==> src/rtl/dreg_pipe_pkg.sv <==
// Shared types and helpers for the dreg_pipe registered pipeline.
package dreg_pipe_pkg;

    typedef enum logic {
        SKID_NONE = 1'b0,
        SKID_IN   = 1'b1
    } skid_mode_e;

    // Width of the token counter: holds 0 .. depth+1 (stages plus skid entry).
    function automatic int cnt_w(input int depth);
        return $clog2(depth + 2);
    endfunction

endpackage

==> src/rtl/dti.sv <==
// Valid/ready data transfer interface used by the pipeline ports.
interface dti #(
    parameter int W = 16
) ();
    logic [W-1:0] data;
    logic         valid;
    logic         ready;

    modport producer (output data, output valid, input ready);
    modport consumer (input data, input valid, output ready);
endinterface

==> src/rtl/dreg_pipe_stage.sv <==
// One bubble-collapsing register stage: accepts whenever empty or when its
// downstream neighbour can accept.
module dreg_pipe_stage #(
    parameter int             W          = 16,
    parameter bit             INIT_VALID = 1'b0,
    parameter logic [W-1:0]   INIT       = '0
) (
    input  logic         clk,
    input  logic         rst,
    input  logic         v_up,
    input  logic [W-1:0] d_up,
    input  logic         rdy_dn,
    output logic         v,
    output logic [W-1:0] d,
    output logic         rdy
);

    assign rdy = !v | rdy_dn;

    // Stage register: load from upstream when ready, otherwise hold.
    always_ff @(posedge clk) begin
        if (!rst) begin
            v <= INIT_VALID;
            d <= INIT;
        end else if (rdy) begin
            v <= v_up;
            d <= d_up;
        end
    end

endmodule

==> src/rtl/dreg_pipe.sv <==
// Multi-stage registered valid/ready pipeline with optional input skid entry.
module dreg_pipe
    import dreg_pipe_pkg::*;
#(
    parameter int             DIN        = 16,
    parameter int             DEPTH      = 2,
    parameter logic [DIN-1:0] INIT       = '0,
    parameter int             INIT_VALID = 0,
    parameter int             SKID       = 0
) (
    input  logic                    clk,
    input  logic                    rst,
    dti.consumer                    din,
    dti.producer                    dout,
    output logic [cnt_w(DEPTH)-1:0] count
);

    localparam skid_mode_e MODE = (SKID != 0) ? SKID_IN : SKID_NONE;
    localparam int         CW   = cnt_w(DEPTH);

    logic             src_v;
    logic [DIN-1:0]   src_d;
    logic             rdy0;
    logic             sv_q;
    logic [DEPTH-1:0] v_all;

    // Each stage lives in its own scope so the ready chain is a series of
    // distinct nets rather than one self-referencing vector.
    for (genvar i = 0; i < DEPTH; i++) begin : g_stage
        logic           v_up;
        logic           rdy_dn;
        logic           v;
        logic           rdy;
        logic [DIN-1:0] d_up;
        logic [DIN-1:0] d;

        if (i == 0) begin : g_first
            assign v_up = src_v;
            assign d_up = src_d;
        end else begin : g_next
            assign v_up = g_stage[i-1].v;
            assign d_up = g_stage[i-1].d;
        end

        if (i == DEPTH - 1) begin : g_last
            assign rdy_dn = dout.ready;
        end else begin : g_inner
            assign rdy_dn = g_stage[i+1].rdy;
        end

        dreg_pipe_stage #(
            .W          (DIN),
            .INIT_VALID (i >= DEPTH - INIT_VALID),
            .INIT       (INIT)
        ) u_stage (
            .clk    (clk),
            .rst    (rst),
            .v_up   (v_up),
            .d_up   (d_up),
            .rdy_dn (rdy_dn),
            .v      (v),
            .d      (d),
            .rdy    (rdy)
        );

        assign v_all[i] = v;
    end

    assign rdy0       = g_stage[0].rdy;
    assign dout.valid = g_stage[DEPTH-1].v;
    assign dout.data  = g_stage[DEPTH-1].d;

    if (MODE == SKID_IN) begin : g_skid
        logic [DIN-1:0] sd_q;

        // Skid flag: set when an accepted token cannot enter stage 0, cleared
        // once stage 0 takes it.
        always_ff @(posedge clk) begin
            if (!rst) begin
                sv_q <= 1'b0;
            end else if (sv_q) begin
                if (rdy0) sv_q <= 1'b0;
            end else if (din.valid && !rdy0) begin
                sv_q <= 1'b1;
            end
        end

        // Skid data: captured alongside the flag; contents irrelevant when empty.
        always_ff @(posedge clk) begin
            if (!sv_q && din.valid && !rdy0) sd_q <= din.data;
        end

        assign din.ready = !sv_q;
        assign src_v     = sv_q | din.valid;
        assign src_d     = sv_q ? sd_q : din.data;
    end else begin : g_direct
        assign sv_q      = 1'b0;
        assign din.ready = rdy0;
        assign src_v     = din.valid;
        assign src_d     = din.data;
    end

    // Popcount keeps the occupancy consistent with stage state by construction.
    assign count = CW'($countones(v_all)) + CW'(sv_q);

endmodule

==> src/flat_wrapper.sv <==
// flat-port wrapper written by rule: the top's interface ports become plain ports
module dreg_pipe_flat import dreg_pipe_pkg::*;
#(
    parameter int             DIN        = 16,
    parameter int             DEPTH      = 2,
    parameter logic [DIN-1:0] INIT       = '0,
    parameter int             INIT_VALID = 0,
    parameter int             SKID       = 0
)
  (clk, rst, count, din_data, din_valid, din_ready, dout_data, dout_valid, dout_ready);
  dti din_i ();
  dti dout_i ();
  input  logic clk;
  input  logic rst;
  output logic [cnt_w(DEPTH)-1:0] count;
  input wire logic [$bits(din_i.data)-1:0] din_data;
  input wire logic [$bits(din_i.valid)-1:0] din_valid;
  output wire logic [$bits(din_i.ready)-1:0] din_ready;
  output wire logic [$bits(dout_i.data)-1:0] dout_data;
  output wire logic [$bits(dout_i.valid)-1:0] dout_valid;
  input wire logic [$bits(dout_i.ready)-1:0] dout_ready;
  assign din_i.data = din_data;
  assign din_i.valid = din_valid;
  assign din_ready = din_i.ready;
  assign dout_data = dout_i.data;
  assign dout_valid = dout_i.valid;
  assign dout_i.ready = dout_ready;
  dreg_pipe #(.DIN(DIN), .DEPTH(DEPTH), .INIT(INIT), .INIT_VALID(INIT_VALID), .SKID(SKID)) u_core (.clk(clk), .rst(rst), .din(din_i), .dout(dout_i), .count(count));
endmodule
==> config.mk <==
export PLATFORM = sky130hd
export DESIGN_NAME = dreg_pipe_flat
export DESIGN_NICKNAME = d
export VERILOG_FILES = /design/src/rtl/dreg_pipe_pkg.sv /design/src/rtl/dti.sv /design/src/rtl/dreg_pipe_stage.sv /design/src/rtl/dreg_pipe.sv /design/src/flat_wrapper.sv
export SDC_FILE = /design/constraint.sdc
export NUM_CORES = 1
export LEC_CHECK = 0
export ABC_AREA = 1
export BUFFER_PORTS_ARGS = -buffer_cell sky130_fd_sc_hd__buf_2
export CAP_MARGIN = 15
export CORE_MARGIN = 2
export CORE_UTILIZATION = 44
export CTS_BUF_LIST = sky130_fd_sc_hd__clkbuf_16
export DETAILED_ROUTE_END_ITERATION = 8
export PLACE_DENSITY = 0.73
export SLEW_MARGIN = 20
export SYNTH_ARGS = -nofsm -noshare
export SYNTH_HDL_FRONTEND = slang
export SYNTH_SLANG_ARGS = --single-unit
==> constraint.sdc <==
create_clock -name clk -period 1 [get_ports clk]
set_input_delay 0.15 -clock clk [delete_from_list [all_inputs] [get_ports clk]]
set_output_delay 0.15 -clock clk [all_outputs]
set_load 0.02 [all_outputs]
## Yosys cells after proc, flatten, opt, wreduce, memory -nomap -nowiden

Cells that the tools add are included.

- Bits in writable memories: 0
- Word-level logic and storage cells: 9
- Bits in registers: 34
- Bits in latches: 0
- Memories: 0
- Bits of input ports: 20
- Output and inout bits: 20
- Memory bits (read-only): 0

- Reduce and logical (&&, ||, !) cells: 2
- Div/mod/pow operators: 0
- Magnitude comparators: 0
- Equality and inequality tests: 0
- Shift operators: 0
- Mux-type cells: 0
- $mul: 0
- Bitwise logic cells: 2
- $add $sub $neg: 1

Operator list:

| cell | number |
|---|---|
| 1-bit by 1-bit adder with 2-bit output | 1 |
| 1-bit zero test | 2 |
| 1-bit bitwise OR | 2 |

## Logic depth before layout (Yosys ltp)

- Depth after elaboration: 3
- Mapped depth: 6
- Depth with buffers taken out: 5

## Hierarchy

A second synthesis with hierarchy kept.

- Cell total of the unflattened synthesis: 221
- Area, all modules: 1,571.5 um^2

Modules (own cells, without submodules):

| module | sequential area each (um^2) | instances | area each (um^2) | cells an instance |
|---|---|---|---|---|
| dreg_pipe_stage | 340.3 | 2 | 779.5 | 110 |
| dreg_pipe | 0.0 | 1 | 12.5 | 1 |

## Least setup slack after synthesis

Ideal clock, no wire load.

- Path type: reg2reg
- Start: reg u_core.g_stage[1].u_stage.v
- End: reg u_core.g_stage[0].u_stage.d[10]
- Data arrival time: 1.001 ns
- Library setup time: 0.113 ns
- Buffers on the path: 1
- Stages on the path, launching flop included: 5
- Data required time: 0.887 ns
- Setup slack: -0.114 ns
- Period minus slack after synthesis: 1.114 ns
- Cells stage by stage: dfxtp_1 -> nand3_2 -> buf_2 -> nor2_1 -> nor2_1

- Cells in the longest elaborated chain, start to end: 3

Ends and longest elaborated chain:

| what | RTL line | text |
|---|---|---|
| from (decl) | dreg_pipe_stage.sv:13 | `output logic v,` |
| from (signal assigned) | dreg_pipe_stage.sv:26 | `v <= v_up;` |
| 1-bit zero test | dreg_pipe_stage.sv:18 | `assign rdy = !v \| rdy_dn;` |
| 1-bit bitwise OR (2 in series) | dreg_pipe_stage.sv:18 |  |
| named net din_ready | flat_wrapper.sv:18 | `output wire logic [$bits(din_i.ready)-1:0] din_ready;` |
| to (signal assigned) | dreg_pipe_stage.sv:27 | `d <= d_up;` |
| to (decl) | dreg_pipe_stage.sv:14 | `output logic [W-1:0] d,` |

The timed path passes the listed nets, and every way through them passes these cells.
A chain may end at the register's enable or synchronous reset.

## Worst setup path in the final report

- Start: reg u_core.g_stage[1].u_stage.v
- End: out din_ready

- Cells in the longest elaborated chain, start to end: 3

Ends and longest elaborated chain:

| what | RTL line |
|---|---|
| 1-bit zero test | dreg_pipe_stage.sv:18 |
| 1-bit bitwise OR (2 in series) | dreg_pipe_stage.sv:18 |
| to (decl) | flat_wrapper.sv:18 |

Every way passes these cells.

==> flow_summary.rst <==
.. list-table::
   :header-rows: 1

   * - Metric
     - Value
   * - Result of the run
     - finished, violations left
   * - Failing checks
     - negative setup slack
   * - Cell Rows
     - 19
   * - Number of warning messages in the yosys log
     - 0
   * - Post-synthesis instance total
     - 180
   * - Total power consumption of the routed design
     - 0.00360 W
   * - Number of cells on the worst hold path
     - 3
   * - First-pass GRT wire length
     - 4650 um
   * - Effective utilization at floorplan
     - around 46%
   * - Layout Nets
     - ~250
   * - Worst path max stage delay
     - 0.38 ns
   * - Proportion of synthesized chip area in sequential cells
     - a little over half
   * - Clock power frac
     - a little under half
   * - Detail-routed via count per cell
     - approximately 4.7
   * - Antenna violations before repair
     - 0
   * - Total area of sequential cells
     - between 600 and 700 um^2
   * - Grt ovf
     - 0
   * - Source of the critical timing path
     - u_core.g_stage[1].u_stage.v$_SDFFE_PN0P_
   * - I/O pins
     - 40
   * - Cells after DPL
     - between 200 and 250
   * - Setup-failing EPs final
     - 31
   * - Combinational share of power
     - 11.4%
   * - Buffer levels on the longest clock path
     - 2
   * - Diode count
     - 0
   * - Count of cell types in the netlist
     - 16
   * - Cells along the critical path
     - nand3_4, buf_12, buf_6
   * - Highest achievable clock rate
     - approximately 860 MHz
   * - CTS tree
     - yes
   * - Hold path start
     - din_valid
   * - Count of hold-fix buffers inserted at cts
     - 0
   * - Worst-case setup margin in the final layout
     - -0.158 ns
   * - Multi-input combinational cell area
     - ~610 um^2
   * - Final core utilization
     - slightly above 70%
   * - Net switching power figure
     - 0.000818 W
   * - Max Slew Vio Count
     - 0
   * - Worst Path Arrival
     - a little over 1 ns
   * - Number of stages on the worst setup path
     - 3
   * - Worst-path maximum fanout
     - 3
   * - Most frequent cells in the layout
     - sky130_fd_sc_hd__nor2_1 (58), sky130_fd_sc_hd__buf_2 (35), sky130_fd_sc_hd__dfxtp_1 (32), sky130_fd_sc_hd__inv_1 (18), sky130_fd_sc_hd__nand2_1 (18)
   * - Number of synthesized flops with an enable pin
     - 0
   * - Startpoint of the most critical register-to-register path
     - u_core.g_stage[1].u_stage.v$_SDFFE_PN0P_
   * - Htree depth
     - 2
   * - Worst Clk Skew
     - ~0.0042 ns
   * - Net count of the mapped netlist
     - 201
   * - Max_cap viols
     - 0
   * - Sequential share of power
     - a little over 40%
   * - Cell leakage power
     - 1.05 nW
   * - Num CTS Buffers
     - 5
   * - Routed WL
     - 3180 um
   * - Area delta synth->final
     - 55.3%
   * - Register bit total from synthesis
     - 34
   * - Clock transition at the registers of the reported paths
     - approximately 0.050 ns
   * - Fillers
     - roughly 220
   * - Data required time of the critical path
     - between 0.8 and 0.9 ns
   * - Post-layout minimum cycle time
     - 1.16 ns
   * - GR Layer Usage met1
     - about 23%
   * - Sw Share
     - between 20% and 30%
   * - Internal
     - ~0.0028 W
   * - Mean Syn Cell Area
     - ~7.1 um^2
   * - Classification of the worst-slack hold path
     - in2reg
   * - Number of sinks on the clock net
     - 34
   * - Total iterations of the first detailed-routing run
     - 4
   * - Port Buffers
     - 39
   * - Antenna violation net count after detailed routing
     - 0
   * - DRC marker count from the first detailed-route iteration
     - 32
   * - Die width
     - ~58 um
   * - Hold WS
     - ~0.11 ns
   * - DR vias
     - roughly 1200
   * - Number of remaining DRC errors
     - 0
   * - Wire length per cell after detailed routing
     - about 12 um
   * - Transition time of the tightest slew-check pin
     - 0.164 ns
   * - Tightest slew margin relative to the limit
     - 89.0%
   * - Met3 GRT Util
     - ~7.4%
   * - Cell type group with the largest total delay on the critical path
     - flip-flops
   * - CTS Root Buffer Type
     - sky130_fd_sc_hd__clkbuf_16
   * - Start-to-end type of the worst setup path
     - reg2out
   * - Post-place instance area
     - 1540 um^2
   * - Power per cell area
     - ~1800 nW/um^2
   * - Commonest non-fill, non-tap cell in the layout
     - sky130_fd_sc_hd__nor2_1
   * - Worst VDD drop
     - 2.42 mV
   * - R2R cell count
     - 6
   * - Non-filler instance count after layout
     - about 260
   * - Most frequently used flop master after synthesis
     - sky130_fd_sc_hd__dfxtp_1
   * - Unrepaired setup endpoints after global routing
     - true
   * - Pin count of the biggest net entering global routing
     - 34
   * - Final critical-path share of the clock period
     - 116%
   * - Insertion delay of the later-clocked pin in the worst-skew pair
     - approximately 0.28 ns
   * - Fraction of registers with async set or reset after synthesis
     - 0%
   * - Placeable Area
     - ~2800 um^2
   * - Critical path capture point type
     - output port
   * - Count of buffer and inverter cells on the critical path
     - 2
   * - Die Outline Area
     - 3360 um^2
   * - HPWL Detailed
     - ~1700 um
   * - Overall Global Routing Usage
     - between 10% and 20%
   * - Crit path max-delay cell type
     - sky130_fd_sc_hd__dfxtp_4
   * - Final Hold Violating Endpoints
     - 0
   * - Vert. Die Dim
     - approximately 58 um
   * - Critical Path Start Type
     - flip-flop
   * - Met2 track utilization from global routing
     - a little under a third
   * - Post-synth design cell area
     - 1280 um^2
   * - Routability cong.
     - 0.744
   * - Finished Cell Area
     - 1990 um^2
   * - Most Crowded Layer GR
     - met2
   * - Vias in the first global route
     - about 1100
   * - Layout cells sized above 1
     - between 40% and 50%
final timing paths:
kind                                                        to  slack [ns]
setup / recovery                                     din_ready       -0.16
hold / removal        u_core.g_stage[0].u_stage.v$_SDFFE_PN0P_        0.11
setup reg to reg  u_core.g_stage[1].u_stage.d[10]$_SDFFE_PN0P_       -0.13
hold reg to reg    u_core.g_stage[0].u_stage.d[7]$_SDFFE_PN0P_        0.48
cells in the mapped netlist (2+ instances only):
| cell type | number | area (um^2) |
|---|---|---|
| sky130_fd_sc_hd__dfxtp_1 | 34 | 681 |
| sky130_fd_sc_hd__o21ai_0 | 6 | 30.0 |
| sky130_fd_sc_hd__nor2_1 | 66 | 248 |
| sky130_fd_sc_hd__buf_2 | 4 | 20.0 |
| sky130_fd_sc_hd__clkbuf_1 | 2 | 7.51 |
| sky130_fd_sc_hd__inv_1 | 18 | 67.6 |
| sky130_fd_sc_hd__nand2_1 | 32 | 120 |
| sky130_fd_sc_hd__o21ai_1 | 10 | 50.1 |
power groups by stage:
| stage | clock (W) | sequential, W | combinational (W) |
|---|---|---|---|
| 2_1_floorplan | 0 | 0.00155 | 0.000158 |
| 3_3_place_gp | 0 | 0.00151 | 0.000321 |
| 3_5_place_dp | 0 | 0.00151 | 0.000327 |
| 4_1_cts | 0.00172 | 0.00148 | 0.000364 |
| 5_1_grt | 0.00179 | 0.00150 | 0.000453 |
| 6_report | 0.00170 | 0.00149 | 0.000412 |
tightest hold or removal path: cells and delay by family:
| kind | cells | cell delay, ns |
|---|---|---|
| AO/OA/AOI/OAI | 1 | 0.05 |
| buffers and inverters | 2 | 0.14 |
sequential cells by signal, summed over array words and instances (netlist names):
name / count
u_core.g_stage.u_stage.v: 2
u_core.g_stage.u_stage.d: 32
layer usage:
metal,up-vias,share of wire (%)
met1,560,44
met4,0,2.0
met5,-,0
met3,8,6.2
met2,36,48
li1,635,-
cell families (layout without fill, tap and decap cells):
logic type               Yosys count  after routing  synth area share [%]
buffers and inverters             28             79                  9.19
flip-flops                        34             34                  53.2
AND/OR/NAND/NOR                  100            100                  30.0
adder cells (fa/ha/maj)            1              1                 0.977
AO/OA/AOI/OAI                     17             17                  6.65
cell type report:
type,count,share of cell area [%]
Inverter,20,4.41
Sequential cell,34,34.6
Multi-Input combinational cell,118,30.7
Clock inverter,3,2.01
Tap cell,31,1.95
Clock buffer,5,6.29
Timing Repair inverter,1,0.441
Timing Repair Buffer,50,19.6
per-stage QoR:
step                worst slack, ns  TNS (ns)
floorplan                    0.0178         0
global placement             0.0692         0
detailed placement           0.0467         0
CTS                          -0.156     -1.53
global route                 -0.180     -3.89
finish                       -0.158     -2.42
timing repair:
action,4_1_cts,5_1_grt
endpoints found under the setup margin,3,37
buffers inserted,4,1
pin swaps,2,2
endpoints found under the hold margin,0,0
gates resized for setup,24,44
gates cloned,1,2
(Power assumes the default switching activity.)
